[config.mk]
export PLATFORM = sky130hd
export DESIGN_NAME = axis_master
export DESIGN_NICKNAME = d
export VERILOG_FILES = /design/src/rtl/axis_master.sv
export SDC_FILE = /design/constraint.sdc
export NUM_CORES = 1
export LEC_CHECK = 0
export CAP_MARGIN = 10
export CORE_ASPECT_RATIO = 0.75
export CORE_MARGIN = 3
export CORE_UTILIZATION = 55
export CTS_BUF_LIST = sky130_fd_sc_hd__clkbuf_4
export DETAILED_ROUTE_END_ITERATION = 6
export PLACE_DENSITY = 0.85
export SLEW_MARGIN = 0
export SYNTH_ARGS = -nofsm -noshare
export SYNTH_HDL_FRONTEND = slang
export SYNTH_SLANG_ARGS = --single-unit
export TNS_END_PERCENT = 1
[constraint.sdc]
create_clock -name axi_aclk -period 3.9 [get_ports axi_aclk]
set_clock_uncertainty 0.05 [all_clocks]
set_input_delay 0.78 -clock axi_aclk [delete_from_list [all_inputs] [get_ports axi_aclk]]
set_output_delay 0.78 -clock axi_aclk [all_outputs]
set_load 0.02 [all_outputs]
[src/rtl/axis_master.sv]
// axis_master: buffers backend beats in a DEPTH-entry FIFO and drives them onto an AXI-Stream master port,
// tracking packet boundaries and reporting packet count and occupancy.
module axis_master #(
    parameter int DEPTH = 4,
    localparam int CW = $clog2(DEPTH) + 1
) (
    input  logic          axi_aclk,
    input  logic          axi_aresetn,
    input  logic [31:0]   bk_data,
    input  logic [3:0]    bk_tstrb,
    input  logic [3:0]    bk_tkeep,
    input  logic [1:0]    bk_user,
    input  logic          bk_tlast,
    input  logic          bk_valid,
    output logic          bk_ready,
    output logic          axis_tvalid,
    output logic [31:0]   axis_tdata,
    output logic [3:0]    axis_tstrb,
    output logic [3:0]    axis_tkeep,
    output logic          axis_tlast,
    output logic [1:0]    axis_tuser,
    input  logic          axis_tready,
    output logic [CW-1:0] fifo_count,
    output logic          in_packet,
    output logic          pkt_done,
    output logic [15:0]   pkt_cnt
);
    localparam int AW = $clog2(DEPTH);
    localparam int BW = 43;
    localparam logic [0:0] AXIS_IDLE   = 1'b0;
    localparam logic [0:0] AXIS_IN_PKT = 1'b1;

    logic [BW-1:0] r_mem [DEPTH];
    logic [AW-1:0] r_wr, r_rd;
    logic [CW-1:0] r_count;
    logic          r_bk_ready, r_pkt_done;
    logic [0:0]    r_state;
    logic [15:0]   r_pkt_cnt;
    logic          w_push, w_pop, w_valid, w_last_pop;
    logic [CW-1:0] w_count_next;
    logic [BW-1:0] w_head;

    assign w_valid      = r_count != '0;
    assign w_push       = bk_valid & r_bk_ready;
    assign w_pop        = w_valid & axis_tready;
    assign w_count_next = r_count + CW'(w_push) - CW'(w_pop);
    // Payload is forced to zero whenever nothing is buffered.
    assign w_head       = w_valid ? r_mem[r_rd] : '0;
    assign w_last_pop   = w_pop & w_head[0];

    assign {axis_tdata, axis_tstrb, axis_tkeep, axis_tuser, axis_tlast} = w_head;
    assign axis_tvalid = w_valid;
    assign bk_ready    = r_bk_ready;
    assign fifo_count  = r_count;
    assign in_packet   = r_state == AXIS_IN_PKT;
    assign pkt_done    = r_pkt_done;
    assign pkt_cnt     = r_pkt_cnt;

    always_ff @(posedge axi_aclk) begin
        if (w_push) r_mem[r_wr] <= {bk_data, bk_tstrb, bk_tkeep, bk_user, bk_tlast};
    end

    always_ff @(posedge axi_aclk or negedge axi_aresetn) begin
        if (!axi_aresetn) begin
            r_wr       <= '0;
            r_rd       <= '0;
            r_count    <= '0;
            r_bk_ready <= 1'b0;
            r_pkt_done <= 1'b0;
            r_pkt_cnt  <= '0;
            r_state    <= AXIS_IDLE;
        end else begin
            if (w_push) r_wr <= r_wr + AW'(1);
            if (w_pop) r_rd <= r_rd + AW'(1);
            r_count <= w_count_next;
            // Ready is a flop of next occupancy, so it never follows axis_tready combinationally.
            r_bk_ready <= w_count_next < CW'(DEPTH);
            r_pkt_done <= w_last_pop;
            if (w_last_pop) r_pkt_cnt <= r_pkt_cnt + 16'd1;
            if (w_pop) r_state <= w_head[0] ? AXIS_IDLE : AXIS_IN_PKT;
        end
    end
endmodule

-- Word level (Yosys, flattened, before mapping)
Memory sizes are Yosys's and may differ from the RTL's.
Index checks and enable logic that the tools add are counted.
- register bits: 26
- bits in latches: 0
- RAM bits: 172
- bits in read-only memories: 0
- input bits: 47
- output and inout port bits: 66
- memories kept: 1
- memories (memory ; depth ; width ; rd ports ; clocked after Yosys merged registers in ; write ports ; RTL line ; RTL):
    r_mem ; 4 ; 43 ; 1 ; 0 ; 1 ; 33 ; logic [BW-1:0] r_mem [DEPTH];
- add/sub/neg operators: 5
- $mul: 0
- div/mod/pow operators: 0
- $lt $le $gt $ge: 1
- eq/ne operators: 0
- shift-type cells: 0
- mux-type cells: 4
- bitwise logic cells: 3
- reductions and logical operators: 1
- operators by type and width (operator ; count):
    2-to-1 mux 43 bit ; 1
    adder 16 x 1 -> 16 bit, second input constant ; 1
    adder 2 x 1 -> 2 bit, second input constant ; 2
    adder 3 x 1 -> 3 bit ; 1
    AND 1 bit ; 3
    < comparator 3 bit, second input constant ; 1
    2-to-1 mux 1 bit ; 3
    nonzero test 3 bit ; 1
    subtractor 3 x 1 -> 3 bit ; 1

-- Longest topological paths before layout
- depth after elaboration: 4
- depth in mapped cells: 9
- mapped depth without buffers: 9

-- Worst setup path after synthesis
Ideal clock, no wire load.
- path kind: input to register
- from: in axis_tready
- to: reg r_count[2] (netlist: fifo_count[2])
- setup time: 0.121 ns
- arrival: 2.237 ns
- data required time: 3.729 ns
- slack: 1.493 ns
- stages on the path: 9
- cell sequence: o31a_1 -> ha_1 -> inv_1 -> ha_1 -> inv_1 -> fa_1 -> xnor2_1 -> xor2_1 -> inv_1
- longest elaborated chain between the ends: 2
- ends and longest elaborated chain (what ; RTL line ; RTL):
    start, declared ; 22 ; input logic axis_tready,
    AND 1 bit ; 45 ; assign w_pop = w_valid & axis_tready;
    subtractor 3 x 1 -> 3 bit ; 46 ; assign w_count_next = r_count + CW'(w_push) - CW'(w_pop);
    net w_count_next[2] ; 40 ; logic [CW-1:0] w_count_next;
    end signal, assigned ; 75 ; r_count <= w_count_next;
    end, declared ; 35 ; logic [CW-1:0] r_count;
The timed path passes the listed nets, and every way through them passes these cells.
A chain may end at the register's enable or synchronous reset.

-- Worst setup path in the final report
- from: reg r_count[1] (netlist: fifo_count[1])
- to: out axis_tdata[7]
- longest elaborated chain between the ends: 2
- ends and longest elaborated chain (what ; RTL line ; RTL):
    nonzero test 3 bit ; 43 ; assign w_valid = r_count != '0;
    2-to-1 mux 43 bit ; 48 ; assign w_head = w_valid ? r_mem[r_rd] : '0;
    end, declared ; 17 ; output logic [31:0] axis_tdata,
Every way passes these cells.

==> impl_metrics.csv <==
group,metric,value,unit
timing,fin_crit_sh,0.944,
clocking,cts_tree,"done",
clocking,clock_sinks,198,
synth,ys.warnings.count,0,
placed_design,dp_hpwl,10000,um
timing,finalHoldViolations,0,
floorplanning,core.rowCount,36,
clocking,htree_levels,4,
drt,drt-wirelength-per-cell,21.8,um
clocking,clkLatencyLatePin,0.55,ns
floorplanning,start_util,0.575,
synth,synth_seq_cells,198,
layout,nNetsFinal,560,
layout,drive_gt1_frac,0.183,
synth,synthFlopType,"edfxtp_1",
flow_run,maxCapViolCount,0,
timing,layout_setup_ws,0.218,ns
timing,finalSetupViolCount,0,
synth,synthArstFlopShare,0.131,
placed_design,io_buffers,112,
setup_path,endpoint_kind,"output port",
setup_path,worst_ep_required_time,3.07,ns
drt,dr.pass1.iters,5,
timing,min_period,3.68,ns
layout,syn_to_final_growth,22.7,%
grt,grt_max_degree,31,
setup_path,critPathMaxFanout,27,
min_path,hp-class,"reg -> reg",
setup_path,r2r_slack,1.48,ns
synth,synth_area,7670,um^2
power,power_density,741,nW/um^2
timing,final_max_slew_viol_count,0,
clocking,clkTransAtPathRegs,0.14,ns
floorplanning,fp.dieW,142,um
synth,syn-num-nets,432,
synth,netlist-cell-type-count,26,
setup_path,setup.worst_path.start_class,"register",
timing,grt_setup_unrepaired,"false",
timing,fmax,272,MHz
clocking,cts_buffers,17,
drt,wirelength,15100,um
floorplanning,chipHeight,108,um
floorplanning,die_area,15400,um^2
floorplanning,ioPinCount,113,
synth,postSynthCellCount,377,
drt,drt_iter0_markers,266,
drt,drc,0,
grt,antenna_found_initial,0,
timing,whs,0.433,ns
drt,vias_per_cell,5.67,
clocking,cts_hold_buf,0,
placed_design,finalWeightedCongestion,0.819,
timing,worst_pin_slew,0.774,ns
drt,final_antenna_net_count,0,
grt,first_global_vias,4146,
clocking,cts_setup_buffers,0,
grt,grt_first_pass_wirelength,23300,um
run_status,status,"finished clean",
clocking,cts-resized-gates,0,
grt,overflow,0,
layout,layout_commonest_cell,"edfxtp_1",
layout,final_util,0.706,
clocking,root_buffer,"clkbuf_4",
grt,grt_usage,0.208,
clocking,clock_path_buffers,2,
layout,stdcell_count,689,
placed_design,dp_slack,0.768,ns
timing,tns,0,ns
power,p_leak,3.23,nW
layout,layout_common_cells,"edfxtp_1 (172), clkdlybuf4s50_1 (112), mux4_2 (43), and2_1 (43), dfrtp_1 (24)",
synth,synth_edf_count,172,
synth,seq_area_frac_synth,0.758,
drt,num_vias,3910,
layout,fill_cells,847,
timing,slew_headroom,0.484,
placed_design,dp.cells,657,
synth,synth.avg_cell_area,20.4,um^2
floorplanning,coreArea,13300,um^2
power,vdd_drop_max,0.430,mV
layout,antennaDiodeCount,0,
setup_path,arrival,2.85,ns
setup_path,path_class,"reg -> out",
==> area by class of cell <==
cell class                      instances  area (um^2)  area share
Sequential cell                       198         5820       0.618
Multi-Input combinational cell        155         1760       0.187
Timing Repair Buffer                  125         1230       0.131
Clock inverter                         14          230      0.0244
Tap cell                              171          214      0.0227
Clock buffer                           18          135      0.0143
Inverter                                8         30.0     0.00319
==> critical path: stages (launching register included) <==
cell,delay (ns)
dfrtp_1,0.48
or3_1,0.55
buf_4,0.40
and2_1,0.24
clkdlybuf4s50_1,0.63
==> path summary, 6_finish.rpt <==
kind | startpoint | end | depth (start not counted)
worst min-delay path | pkt_cnt[15] | pkt_cnt[15] | 1
worst max-delay path | fifo_count[1] | axis_tdata[7] | 4
min in group asynchronous | axi_aresetn | r_rd[0] | 1
max in group asynchronous | axi_aresetn | r_rd[1] | 2
worst min register to register | pkt_cnt[15] | pkt_cnt[15] | 1
worst max register to register | fifo_count[1] | fifo_count[2] | 9
==> cells in the mapped netlist, types with 2 or more instances <==
| master | n | area (um^2) |
|---|---|---|
| and2_1 | 43 | 269 |
| edfxtp_1 | 172 | 5160 |
| nand2_1 | 13 | 48.8 |
| and3_1 | 7 | 43.8 |
| nor2_1 | 4 | 15.0 |
| nand4_1 | 5 | 31.3 |
| ha_1 | 7 | 87.6 |
| clkbuf_1 | 9 | 33.8 |
| xnor2_1 | 12 | 105 |
| inv_1 | 8 | 30.0 |
| nand3_1 | 2 | 10.0 |
| dfrtp_1 | 26 | 651 |
| nor3_1 | 3 | 15.0 |
| buf_2 | 6 | 30.0 |
| xor2_1 | 7 | 61.3 |
| mux4_2 | 43 | 968 |
==> logic make-up (layout without fill, tap and decap cells) <==
family	Yosys count	count (layout)	synth area share
buffers and inverters	24	165	0.0137
adders and majority gates	8	8	0.0140
xor gates and xnor gates	20	20	0.0238
DFF	198	198	0.758
muxes	44	44	0.128
AOI/OAI and AO/OA	1	1	0.00114
and+or+nand+nor	82	82	0.0616
==> stage by stage <==
step | area, um^2 | power (mW)
final | 9420 | 6.98
after global routing | 9420 | 7.31
after CTS | 9420 | 7.05
after detailed placement | 9050 | 5.77
after global placement | 9050 | 5.68
after floorplan | 7670 | 4.53
==> routing by layer <==
metal,global-route usage,share of wire
met1,0.291,0.44
met2,0.333,0.50
met3,0.0469,0.055
met4,0.0665,0.011
met5,0,0
==> registers in the layout, indices dropped and copies added (netlist names) <==
register and flops:
r_mem 172, pkt_cnt 16, fifo_count 3, r_rd 2
r_wr 2, bk_ready 1, in_packet 1, pkt_done 1
==> power breakdown <==
| part | total [mW] | switching (mW) | internal [mW] |
|---|---|---|---|
| sequential | 2.92 | 0.255 | 2.66 |
| combinational | 2.78 | 1.35 | 1.43 |
| clock | 1.28 | 0.642 | 0.642 |
| total | 6.98 | 2.25 | 4.73 |
Power figures use the tool's default switching activity.
